$ cat config.mk
export PLATFORM = sky130hd
export DESIGN_NAME = piso_stream
export DESIGN_NICKNAME = d
export VERILOG_FILES = /design/src/rtl/piso_pkg.sv /design/src/rtl/piso_stream.sv
export SDC_FILE = /design/constraint.sdc
export NUM_CORES = 1
export LEC_CHECK = 0
export BUFFER_PORTS_ARGS = -buffer_cell sky130_fd_sc_hd__buf_2
export CORE_MARGIN = 2
export CORE_UTILIZATION = 29
export CTS_BUF_LIST = sky130_fd_sc_hd__clkbuf_2
export CTS_CLUSTER_DIAMETER = 200
export DETAILED_ROUTE_END_ITERATION = 10
export SLEW_MARGIN = 25
export SYNTH_ARGS = -nofsm -noshare
export SYNTH_HDL_FRONTEND = slang
export SYNTH_SLANG_ARGS = --single-unit
$ cat constraint.sdc
create_clock -name clk -period 4.6 [get_ports clk]
set_clock_uncertainty 0.2 [all_clocks]
set_input_delay 0.46 -clock clk [delete_from_list [all_inputs] [get_ports clk]]
set_output_delay 0.46 -clock clk [all_outputs]
set_load 0.005 [all_outputs]
$ cat src/rtl/piso_pkg.sv
// Shared types and parameter limits for the piso_stream serialiser.
package piso_pkg;

    typedef enum logic {
        IDLE  = 1'b0,
        SHIFT = 1'b1
    } piso_state_t;

    localparam int MIN_WIDTH = 2;
    localparam int MAX_WIDTH = 64;

    function automatic bit width_ok(input int width);
        return (width >= MIN_WIDTH) && (width <= MAX_WIDTH);
    endfunction

endpackage

$ cat src/rtl/piso_stream.sv
// Parallel-in/serial-out shifter with valid/ready on both sides; one bit per transfer.
// Integrators: in_ready depends combinationally on out_ready (back-to-back reload path).
module piso_stream
    import piso_pkg::*;
#(
    parameter int WIDTH     = 8,
    parameter bit LSB_FIRST = 1'b0
) (
    input  logic             clk,
    input  logic             reset_n,
    input  logic [WIDTH-1:0] in_data,
    input  logic             in_valid,
    output logic             in_ready,
    output logic             serial_out,
    output logic             out_valid,
    input  logic             out_ready,
    output logic             out_last,
    output logic             busy
);

    localparam int CNT_W = $clog2(WIDTH);
    localparam logic [CNT_W-1:0] CNT_MAX = CNT_W'(WIDTH - 1);

    if (!width_ok(WIDTH)) begin : g_bad_width
        $fatal(1, "piso_stream: WIDTH must lie in 2..64");
    end

    piso_state_t      state;
    logic [WIDTH-1:0] shift_reg;
    logic [WIDTH-1:0] shifted;
    logic [CNT_W-1:0] bit_cnt;
    logic             at_last;

    assign at_last = (bit_cnt == '0);
    assign shifted = LSB_FIRST ? (shift_reg >> 1) : (shift_reg << 1);

    assign out_valid  = (state == SHIFT);
    assign busy       = out_valid;
    assign out_last   = out_valid & at_last;
    assign serial_out = out_valid & (LSB_FIRST ? shift_reg[0] : shift_reg[WIDTH-1]);

    // A new word may enter while the final bit of the current one is being taken.
    assign in_ready = reset_n & ((state == IDLE) | ((state == SHIFT) & at_last & out_ready));

    always_ff @(posedge clk) begin
        if (!reset_n) begin
            state     <= IDLE;
            shift_reg <= '0;
            bit_cnt   <= '0;
        end else begin
            unique case (state)
                IDLE: begin
                    if (in_valid) begin
                        shift_reg <= in_data;
                        bit_cnt   <= CNT_MAX;
                        state     <= SHIFT;
                    end
                end
                SHIFT: begin
                    if (out_ready) begin
                        if (!at_last) begin
                            shift_reg <= shifted;
                            bit_cnt   <= bit_cnt - CNT_W'(1);
                        end else if (in_valid) begin
                            shift_reg <= in_data;
                            bit_cnt   <= CNT_MAX;
                        end else begin
                            state <= IDLE;
                        end
                    end
                end
                default: state <= IDLE;
            endcase
        end
    end

endmodule

# ---- Yosys cells after proc, flatten, opt, wreduce, memory -nomap -nowiden
# Cells that the tools add are included.
dict set report op_classes {
  addsub 1
  multipliers 0
  n_div 0
  order_cmp 0
  n_eq_ne 1
  shift 0
  muxes 12
  n_bitwise 6
  reduce_logical 1
}
# operator count
set ops {}
lappend ops {{8-bit 2-to-1 mux} 3}
lappend ops {{8-bit one-hot mux with 2 select lines} 1}
lappend ops {{3-bit 2-to-1 mux} 3}
lappend ops {{3-bit one-hot mux with 2 select lines} 1}
lappend ops {{1-bit AND} 4}
lappend ops {{3-bit logical NOT} 1}
lappend ops {{1-bit 2-to-1 mux} 3}
lappend ops {{3-bit by 1-bit subtractor with 3-bit output (second input constant)} 1}
lappend ops {{2-bit != test (second input constant)} 1}
lappend ops {{1-bit one-hot mux with 2 select lines} 1}
lappend ops {{1-bit inverter} 1}
lappend ops {{1-bit OR} 1}
dict set report totals {
  regBits 12
  latchBits 0
  mem_bits_rw 0
  mem_bits_ro 0
  input_bits 12
  output_inout_bits 5
  memories 0
}

# ---- Longest topological paths before layout
dict set report depth {
  word_depth 5
  mapped_depth 7
  mapped_depth_nobuf 6
}

# ---- Worst setup path after synthesis
# OpenSTA, ideal clock, no wires.
dict set report synth_path {
  kind {reg-to-output}
  start {register bit_cnt[0]}
  end {output port in_ready}
  t_arrival_ns 0.994
  required_time_ns 3.940
  slack_ns 2.946
  stages_incl_launch_ff 6
  n_path_buf 0
  cell_sequence {dfxtp_1 > inv_1 > ha_1 > nand2b_1 > o21ai_0 > and2_1}
}
dict set report synth_via {
  elab_chain_len 5
}
# element line
set synth_lines {}
lappend synth_lines {{start, declared} piso_stream.sv:31} ;# logic [CNT_W-1:0] bit_cnt;
lappend synth_lines {{start signal, assigned} piso_stream.sv:63} ;# bit_cnt <= bit_cnt - CNT_W'(1);
lappend synth_lines {{3-bit logical NOT} piso_stream.sv:34} ;# assign at_last = (bit_cnt == '0);
lappend synth_lines {{1-bit AND (2 in series)} piso_stream.sv:43} ;# assign in_ready = reset_n & ((state == IDLE) | ((state == SHIFT) & at_last & out_ready));
lappend synth_lines {{1-bit OR} piso_stream.sv:43}
lappend synth_lines {{1-bit AND} piso_stream.sv:43}
lappend synth_lines {{end, declared} piso_stream.sv:13} ;# output logic in_ready,
# No other way between the ends.

# ---- Final worst setup path
# Same ends and word-level chain as after synthesis.

==> results.sh <==
export IMPL_status="completed"
export IMPL_ys_seq_elements=12
export IMPL_cts_resized=0
export IMPL_dp_cells=109
export IMPL_vias=527
export IMPL_ir_worst_vdd_v=0.00009010
export IMPL_timing_rr_start="bit_cnt[0]"
export IMPL_drive_gt1_frac=0.2907
export IMPL_grt_overflow_total=0
export IMPL_hold_path_class="in -> reg"
export IMPL_min_period_over_period=0.4563
export IMPL_die_area_um2=2568
export IMPL_syn_inst=70
export IMPL_finalSetupTns_ns=0
export IMPL_die_h_um=50.68
export IMPL_io_pins=17
export IMPL_antenna_cells=0
export IMPL_postCtsHoldBufs=0
export IMPL_io_buffers=16
export IMPL_cts_root_buf="clkbuf_2"
export IMPL_path_buf_inv=2
export IMPL_via_per_inst=4.664
export IMPL_fmax_ghz=0.4765
export IMPL_clkSinkCount=12
export IMPL_largest_reg_flops=8
export IMPL_yosysTopAreaCell="dfxtp_1"
export IMPL_hold_violations=0
export IMPL_yosys_most_used_dff="dfxtp_1"
export IMPL_fin_nets=101
export IMPL_drt_first_pass_iters=3
export IMPL_synthToLayoutAreaGrowth_pct=15.64
export IMPL_cts_tree="built"
export IMPL_rsz0062_at_grt="no"
export IMPL_path_cells="inv_1 -> ha_1 -> nand2b_1 -> o21ai_0 -> and2_1 -> buf_2"
export IMPL_regArea_um2=240.2
export IMPL_place_congestion=0.7504
export IMPL_multi_input_area_um2=339.1
export IMPL_crit_start="bit_cnt[0]"
export IMPL_yosys_top_cells_count="dfxtp_1 (12), nand2_1 (7), mux2i_1 (6)"
export IMPL_antenna_left=0
export IMPL_critical_path_max_stage_delay_ns=0.33
export IMPL_htreeDepth=1
export IMPL_avgRoutedWirePerCell_um=10.70
export IMPL_rows=16
export IMPL_synthArstFlopShare=0
export IMPL_p_total_mw=0.2322
export IMPL_holdCritStartpoint="in_data[1]"
export IMPL_crit_family="flip-flops"
export IMPL_arrival_ns=1.44
export IMPL_synth_seq_area_share=0.3802
export IMPL_routed_wl_mm=1.209
export IMPL_powerDensity_nw_per_um2=317.8
export IMPL_synth_edf_count=0
export IMPL_synth_area_leaders="dfxtp_1 (38%), mux2i_1 (9.5%), nand2b_1 (5.0%)"
export IMPL_cts_inserted_buffers=3
export IMPL_drc=0
export IMPL_grt_pass1_vias=517
export IMPL_worst_endpoint_required_ns=3.94
export IMPL_grt_start_max_net_pins=15
export IMPL_core_area_um2=2002
export IMPL_die_w_um=50.68
export IMPL_crit_type="reg -> out"
export IMPL_yosys_warnings=0
export IMPL_period_minus_slack_ns=2.099
export IMPL_critPathCaptureType="output port"
export IMPL_grtUsageTotal=0.1075
export IMPL_drt_initial_drc_count=2
export IMPL_worstMarginPinSlew_ns=0.4490
export IMPL_antenna_found_initial=0
export IMPL_synth_fp_nets=84
export IMPL_cts_path_max_buffers=2
export IMPL_dpl_hpwl_um=931
export IMPL_slowest_stage="dfxtp_1"
export IMPL_maxSlewHeadroom=0.7006
export IMPL_clk_latency_ns=0.25
export IMPL_cap_violations=0
export IMPL_netlist_area_um2=631.9
export IMPL_yosysUniqueCellTypes=24
export IMPL_cts_setup_buffers=0
export IMPL_setup_viol=0
export IMPL_synth_most_common_cell="dfxtp_1"
export IMPL_clk_pin_slew_worst_paths_ns=0.13
export IMPL_p_leak_nw=0.3446
export IMPL_synth_top_area_share=0.3802
export IMPL_cp_start_kind="flop"
export IMPL_start_util=0.3156
export IMPL_grt_pass1_wl_mm=2.111
export IMPL_fin_cells=113
export IMPL_path_max_fanout=3
export IMPL_slew_viol_final=0
export IMPL_avgSynthCellArea_um2=9.027
export IMPL_nFillCells=222
[per-layer routing]
| metal | vias up | track usage | part of all wire |
|---|---|---|---|
| li1 | 271 | - | - |
| met1 | 240 | 0.1318 | 0.53 |
| met2 | 14 | 0.1711 | 0.41 |
| met3 | 2 | 0.02381 | 0.049 |
| met4 | 0 | 0.06306 | 0.012 |
| met5 | - | 0 | 0 |
[through the flow]
step	utilization	setup slack (ns)	area (um2)	hold slack, ns
floorplan	-	2.946	631.9	0.2462
global route	0.3650	2.336	730.7	0.1859
global placement	0.3556	2.799	711.9	0.2534
detailed placement	0.3556	2.781	711.9	0.2581
finish	0.3650	2.501	730.7	0.2031
CTS	0.3650	2.478	730.7	0.1927
[layout make-up]
class                      count  area share
multi-input combinational     49      0.4640
sequential                    12      0.3288
timing repair buffer          16      0.1096
tap                           27     0.04623
inverter                       5     0.02568
clock buffer                   3     0.02055
clock inverter                 1    0.005137
[power breakdown]
group	internal, mW	switching (mW)	total (mW)
clock network	0.0189	0.0337	0.0526
logic	0.0286	0.0278	0.0564
registers	0.116	0.00773	0.123
[cell usage in the layout, fill, tap and decap left out]
cell,count
nor2_1,2
inv_1,5
o21a_1,3
and2b_4,1
buf_2,16
mux2i_1,6
nand3_1,1
and2_2,2
dfxtp_1,12
clkinv_1,1
nand2b_1,5
ha_1,2
a21oi_1,5
o221a_1,2
and2_1,1
nor2b_1,1
nand4_1,1
o22ai_1,1
o221a_2,2
a21oi_2,1
a21boi_0,1
nand2_1,7
o21ai_0,5
clkbuf_2,3
[kinds of logic after synthesis]
kind of cell	share of synthesized area
multiplexers	0.09505
buffers and inverters	0.08317
AND/OR/NAND/NOR	0.1802
adder cells (fa/ha/maj)	0.03960
AO/OA/AOI/OAI	0.2218
flip-flops	0.3802
[path summary, 6_finish.rpt]
| check | to | slack, ns | cells past startpoint |
|---|---|---|---|
| worst max-delay path | in_ready | 2.50 | 6 |
| worst min-delay path | shift_reg[1] | 0.20 | 2 |
| worst max register to register | shift_reg[6] | 2.80 | 6 |
| worst min register to register | shift_reg[0] | 0.28 | 2 |
No activity file was read; power rests on OpenSTA's default activity.
